[src/rtl/qwac_loader.sv]
// qwac_loader: byte-stream loader that assembles matrix/vector operands and commits them atomically
module qwac_loader #(
    parameter int BITS    = 16,
    parameter int MAT_R   = 8,
    parameter int MAT_C   = 4,
    parameter int TE      = 2,
    parameter int VEC_LEN = 4,
    parameter int TIMEOUT = 1024
) (
    input  logic                           clock,
    input  logic                           reset,
    input  logic [7:0]                     in_data,
    input  logic                           in_valid,
    output logic                           in_ready,
    output logic [MAT_R*MAT_C*BITS-1:0]    mat_flat,
    output logic [TE*VEC_LEN*BITS-1:0]     vecs_flat,
    output logic                           mat_valid,
    output logic                           vec_valid,
    output logic                           start,
    output logic                           err,
    output logic [1:0]                     err_code
);
    localparam int NB   = BITS / 8;
    localparam int NM   = MAT_R * MAT_C;
    localparam int NV   = TE * VEC_LEN;
    localparam int NMAX = NM > NV ? NM : NV;
    localparam int BW   = NB > 1 ? $clog2(NB) : 1;
    localparam int EW   = $clog2(NMAX + 1);
    localparam int IW   = $clog2(TIMEOUT + 1);
    localparam logic [2:0] IDLE   = 3'd0;
    localparam logic [2:0] RX_MAT = 3'd1;
    localparam logic [2:0] RX_VEC = 3'd2;
    localparam logic [2:0] COMMIT = 3'd3;
    localparam logic [2:0] START  = 3'd4;
    localparam logic [1:0] E_CMD   = 2'b01;
    localparam logic [1:0] E_START = 2'b10;
    localparam logic [1:0] E_TO    = 2'b11;
    logic [2:0]         state;
    logic [EW-1:0]      elem;
    logic [BW-1:0]      bidx;
    logic [IW-1:0]      idle;
    logic [NM*BITS-1:0] mat_sh, mat_nx;
    logic [NV*BITS-1:0] vec_sh, vec_nx;
    logic               rx_mat, last;
    int                 pos;
    assign in_ready = state == IDLE || state == RX_MAT || state == RX_VEC;
    assign rx_mat   = state == RX_MAT;
    assign pos      = int'(elem) * BITS + int'(bidx) * 8;
    assign last     = bidx == BW'(NB - 1) && elem == (rx_mat ? EW'(NM - 1) : EW'(NV - 1));
    // Shadow with the incoming byte merged, so the final byte can commit in the same edge
    always_comb begin
        mat_nx = mat_sh;
        vec_nx = vec_sh;
        if (state == RX_MAT) mat_nx[pos +: 8] = in_data;
        if (state == RX_VEC) vec_nx[pos +: 8] = in_data;
    end
    // Frame FSM: command decode, payload capture, commit, start and error pulses
    always_ff @(posedge clock or posedge reset) begin
        if (reset) begin
            state     <= IDLE;
            elem      <= '0;
            bidx      <= '0;
            idle      <= '0;
            mat_sh    <= '0;
            vec_sh    <= '0;
            mat_flat  <= '0;
            vecs_flat <= '0;
            mat_valid <= 1'b0;
            vec_valid <= 1'b0;
            start     <= 1'b0;
            err       <= 1'b0;
            err_code  <= '0;
        end else begin
            start <= 1'b0;
            err   <= 1'b0;
            case (state)
                IDLE: if (in_valid) begin
                    elem <= '0;
                    bidx <= '0;
                    idle <= '0;
                    if (in_data == 8'hA1) state <= RX_MAT;
                    else if (in_data == 8'hA2) state <= RX_VEC;
                    else if (in_data == 8'hA3) begin
                        state <= START;
                        start <= mat_valid && vec_valid;
                        if (!(mat_valid && vec_valid)) begin
                            err      <= 1'b1;
                            err_code <= E_START;
                        end
                    end else begin
                        err      <= 1'b1;
                        err_code <= E_CMD;
                    end
                end
                RX_MAT, RX_VEC: begin
                    if (idle == IW'(TIMEOUT)) begin
                        state    <= IDLE;
                        err      <= 1'b1;
                        err_code <= E_TO;
                        mat_sh   <= '0;
                        vec_sh   <= '0;
                    end else if (in_valid) begin
                        idle <= '0;
                        if (bidx == BW'(NB - 1)) begin
                            bidx <= '0;
                            elem <= elem + EW'(1);
                        end else bidx <= bidx + BW'(1);
                        if (rx_mat) mat_sh <= mat_nx;
                        else vec_sh <= vec_nx;
                        if (last) begin
                            state <= COMMIT;
                            if (rx_mat) begin
                                mat_flat  <= mat_nx;
                                mat_valid <= 1'b1;
                            end else begin
                                vecs_flat <= vec_nx;
                                vec_valid <= 1'b1;
                            end
                        end
                    end else idle <= idle + IW'(1);
                end
                default: state <= IDLE;
            endcase
        end
    end
endmodule

[config.mk]
export PLATFORM = sky130hd
export DESIGN_NAME = qwac_loader
export DESIGN_NICKNAME = d
export VERILOG_FILES = /design/src/rtl/qwac_loader.sv
export SDC_FILE = /design/constraint.sdc
export NUM_CORES = 2
export LEC_CHECK = 0
export ABC_AREA = 1
export BUFFER_PORTS_ARGS = -buffer_cell sky130_fd_sc_hd__buf_4
export CAP_MARGIN = 10
export CORE_ASPECT_RATIO = 0.75
export CORE_MARGIN = 2
export CORE_UTILIZATION = 55
export CTS_CLUSTER_DIAMETER = 150
export DETAILED_ROUTE_END_ITERATION = 7
export GPL_TIMING_DRIVEN = 0
export PLACE_DENSITY = 0.88
export SLEW_MARGIN = 20
export SYNTH_ARGS = -nofsm -noshare
export SYNTH_HDL_FRONTEND = slang
export SYNTH_SLANG_ARGS = --single-unit
[constraint.sdc]
create_clock -name clock -period 44.3 [get_ports clock]
set_input_delay 4.43 -clock clock [delete_from_list [all_inputs] [get_ports clock]]
set_output_delay 4.43 -clock clock [all_outputs]
set_load 0.005 [all_outputs]
==> run_results.csv <==
group,metric,value,unit
run,maxCapViolations,0,
worst_setup_path,crit_family,"buffers and inverters",
timing,slew_headroom,16.6,%
floorplan,start_util,55.5,%
worst_setup_path,cp.arrival,8.63,ns
placed_design,place_area,66600,sq um
grt,antenna_found_initial,8,
power,p_leak,37.2,nW
power,pwr-share-seq,34.4,%
status,status,"finished with violations",
worst_setup_path,required,45.01,ns
power,p_sw,2.07,mW
cts,hold_buffers,0,
synthesis,synth_commonest_cells,"3145 x nand2_1, 1307 x dfrtp_1, 714 x nand3_1",
synthesis,synth_cells,7595,
cts,postCtsSetupBuffers,0,
grt,grtUsageTotal,43.5,%
cts,numCtsBuffers,132,
floorplan,die_w,384,microns
synthesis,synth_flop_cell,"dfrtp_1",
layout,fin_util,66.2,%
placed_design,portBuffers,657,
grt,grt_pass1_vias,54850,
timing,period_needed,7.92,ns
synthesis,synth_async_sr_flop_share,100,%
routing,detail-route-antenna-nets,0,
timing,slew_viol_final,0,
synthesis,synth_area,59500,sq um
timing,finalHoldViolations,0,
floorplan,ios,658,
power,comb_power_share,40.5,%
routing,drt_pass1_iterations,8,
cts,htreeDepth,4,
synthesis,synth_nets,7624,
routing,vias_per_cell,6.03,
layout,layout.nets,8429,
power,power,4.61,mW
synthesis,synth-seq-cells,1307,
floorplan,die_area,111000,sq um
grt,grt_max_degree,109,
cts,cts_root_buf,"clkbuf_16",
layout,drive_gt1_share,12.2,%
worst_setup_path,worstPathMaxFanout,10,
worst_setup_path,slowest_stage,"clkbuf_1",
cts,clock_latency,0.79,ns
cts,cts_resized,0,
worst_setup_path,cp-end-kind,"flop",
routing,route.detailed.drc,1,
worst_setup_path,setup.worst_path.class,"in2reg",
synthesis,yosysMostFrequentCell,"nand2_1",
worst_setup_path,path_cells,"buf_4, inv_1, nor2_1, inv_1, nor2_1, buf_2, clkbuf_1, clkbuf_1, nand3_1, nand2_1",
worst_setup_path,crit_buf_inv,6,
synthesis,syn-mean-instance-area,7.83,sq um
timing,setup_viol,0,
cts,clock-sinks,1307,
floorplan,core_area,107000,sq um
worst_setup_path,slowest_delay,0.88,ns
placed_design,gp_congestion,1.03,
placed_design,dpl.hpwl,186,mm
synthesis,yosysWarnings,0,
cts,cts_tree,"done",
synthesis,synth_edf_count,0,
layout,finalNonFillerCells,9938,
cts,clk_pin_slew,0.06,ns
power,power.internal,2.54,mW
synthesis,synth_seq_area_share,55.0,%
synthesis,synth_area_leaders,"dfrtp_1 55%, nand2_1 20%, nand3_1 6.0%",
floorplan,dieHeight,289,microns
timing,totalNegativeSetupSlack,0,ns
worst_setup_path,critPathLaunchType,"input port",
power,clkPwrFrac,25.1,%
timing,fmaxAchievable,126,MHz
layout,post-route-cell-area,71000,sq um
timing,rsz0062_at_grt,"false",
routing,first_iter_violations,9253,
synthesis,yosys.cell_types.count,38,
timing,finClkSkew,0.0283,ns
timing,period_share,17.9,%
routing,num_vias,59879,
synthesis,synth_top_area_share,55.0,%
grt,grt_first_pass_wirelength,352,mm
power,netSwitchingFraction,44.9,%
timing,worstMarginPinSlew,1.25,ns
worst_hold_path,hp-class,"reg2reg",
power,vdd_drop_max,0.0516,mV
layout,syn2layout_area_growth,19.3,%
status,violations,"DRC",
synthesis,yosys.area.top_type,"dfrtp_1",
floorplan,rows,104,
grt,grt.overflow.total,0,
cts,clockBufferDepth,3,
routing,wl_per_cell,24.7,microns
routing,wl,246,mm
placed_design,place_inst,9696,
power,p_per_area,65.0,nW/um^2
-- power by group through the flow --
stage	sequential, mW	clock (mW)	combinational (mW)
4_1_cts	1.58	1.15	1.75
3_3_place_gp	1.60	0	1.69
6_report	1.59	1.16	1.87
3_5_place_dp	1.60	0	1.74
2_1_floorplan	1.58	0	1.07
5_1_grt	1.61	1.21	1.96
-- worst register-to-register path: cells and delay by family (launching register included) --
kind	cells	cell delay, ns
DFF	1	0.45
AOI/OAI and AO/OA	1	0.27
adders and majority gates	2	0.79
and+or+nand+nor	11	2.51
buffers and inverters	9	2.97
-- cell type report --
class                   instances  area [sq um]
multi-input cells            5196         22600
fillers                      8685         36300
flip-flops and latches       1307         32700
plain buffers                 406          1630
diodes                          7          17.5
clock buffers                 191          3840
repair buffers                671          5300
clock inverters                43           536
well taps                    1431          1790
inverters                     686          2580
-- cell usage in the layout (no fill, tap or decap), drive strengths merged, types with 7 or more instances in the layout --
master,Yosys,routed
ha,18,18
nand4,183,183
or2,19,19
nor3,45,45
buf,149,819
nand3,733,733
o22ai,43,43
inv,685,689
nand2,3151,3151
clkbuf,257,449
o21ai,769,769
nor2,198,198
dfrtp,1307,1307
diode,0,7
clkinv,1,29
bufinv,0,9
a21oi,22,22
-- worst paths after layout --
check,startpoint,end,slack [ns],depth (start not counted)
hold / removal,mat_sh[116],mat_sh[116],0.48,2
setup reg to reg,bidx,mat_flat[211],37.23,23
setup / recovery,in_valid,mat_flat[164],36.38,10
max in group asynchronous,reset,mat_flat[20],38.66,5
min in group asynchronous,reset,vecs_flat[4],3.71,2
hold reg to reg,mat_sh[116],mat_sh[116],0.48,2
-- routing by layer --
metal / global-route usage, % / up-vias / wire (microns) / part of all wire, %
met5: 0.800 / - / 173 / 0.070
met4: 21.0 / 12 / 13400 / 5.4
met3: 19.3 / 768 / 40800 / 17
met2: 58.4 / 4389 / 98600 / 40
met1: 59.7 / 28977 / 92800 / 38
li1: - / 25733 / - / -
-- state kept, by name (all words and copies together) (netlist names) --
name,flops
mat_flat,512
mat_sh,512
vec_sh,128
vecs_flat,128
idle,11
elem,6
state,3
err_code,2
bidx,1
err,1
mat_valid,1
start,1
vec_valid,1
-- kinds of logic (layout without fill, tap and decap cells) --
logic type / Yosys count / after routing / synth area share [%]
xor+xnor: 4 / 4 / 0.116
flops: 1307 / 1307 / 55.0
buf+inv: 1092 / 1997 / 7.07
compound gates: 841 / 841 / 7.20
fa+ha+maj: 18 / 18 / 0.379
other cells: 0 / 7 / 0
simple gates: 4333 / 4333 / 30.2
-- per-stage QoR --
step	hold slack (ns)	setup slack [ns]
final	0.479	36.38
after global routing	0.492	36.58
after CTS	0.474	36.70
after detailed placement	0.461	36.02
after global placement	0.454	-10.35
after floorplan	0.434	3.03
No activity file was read; power rests on OpenSTA's default activity.
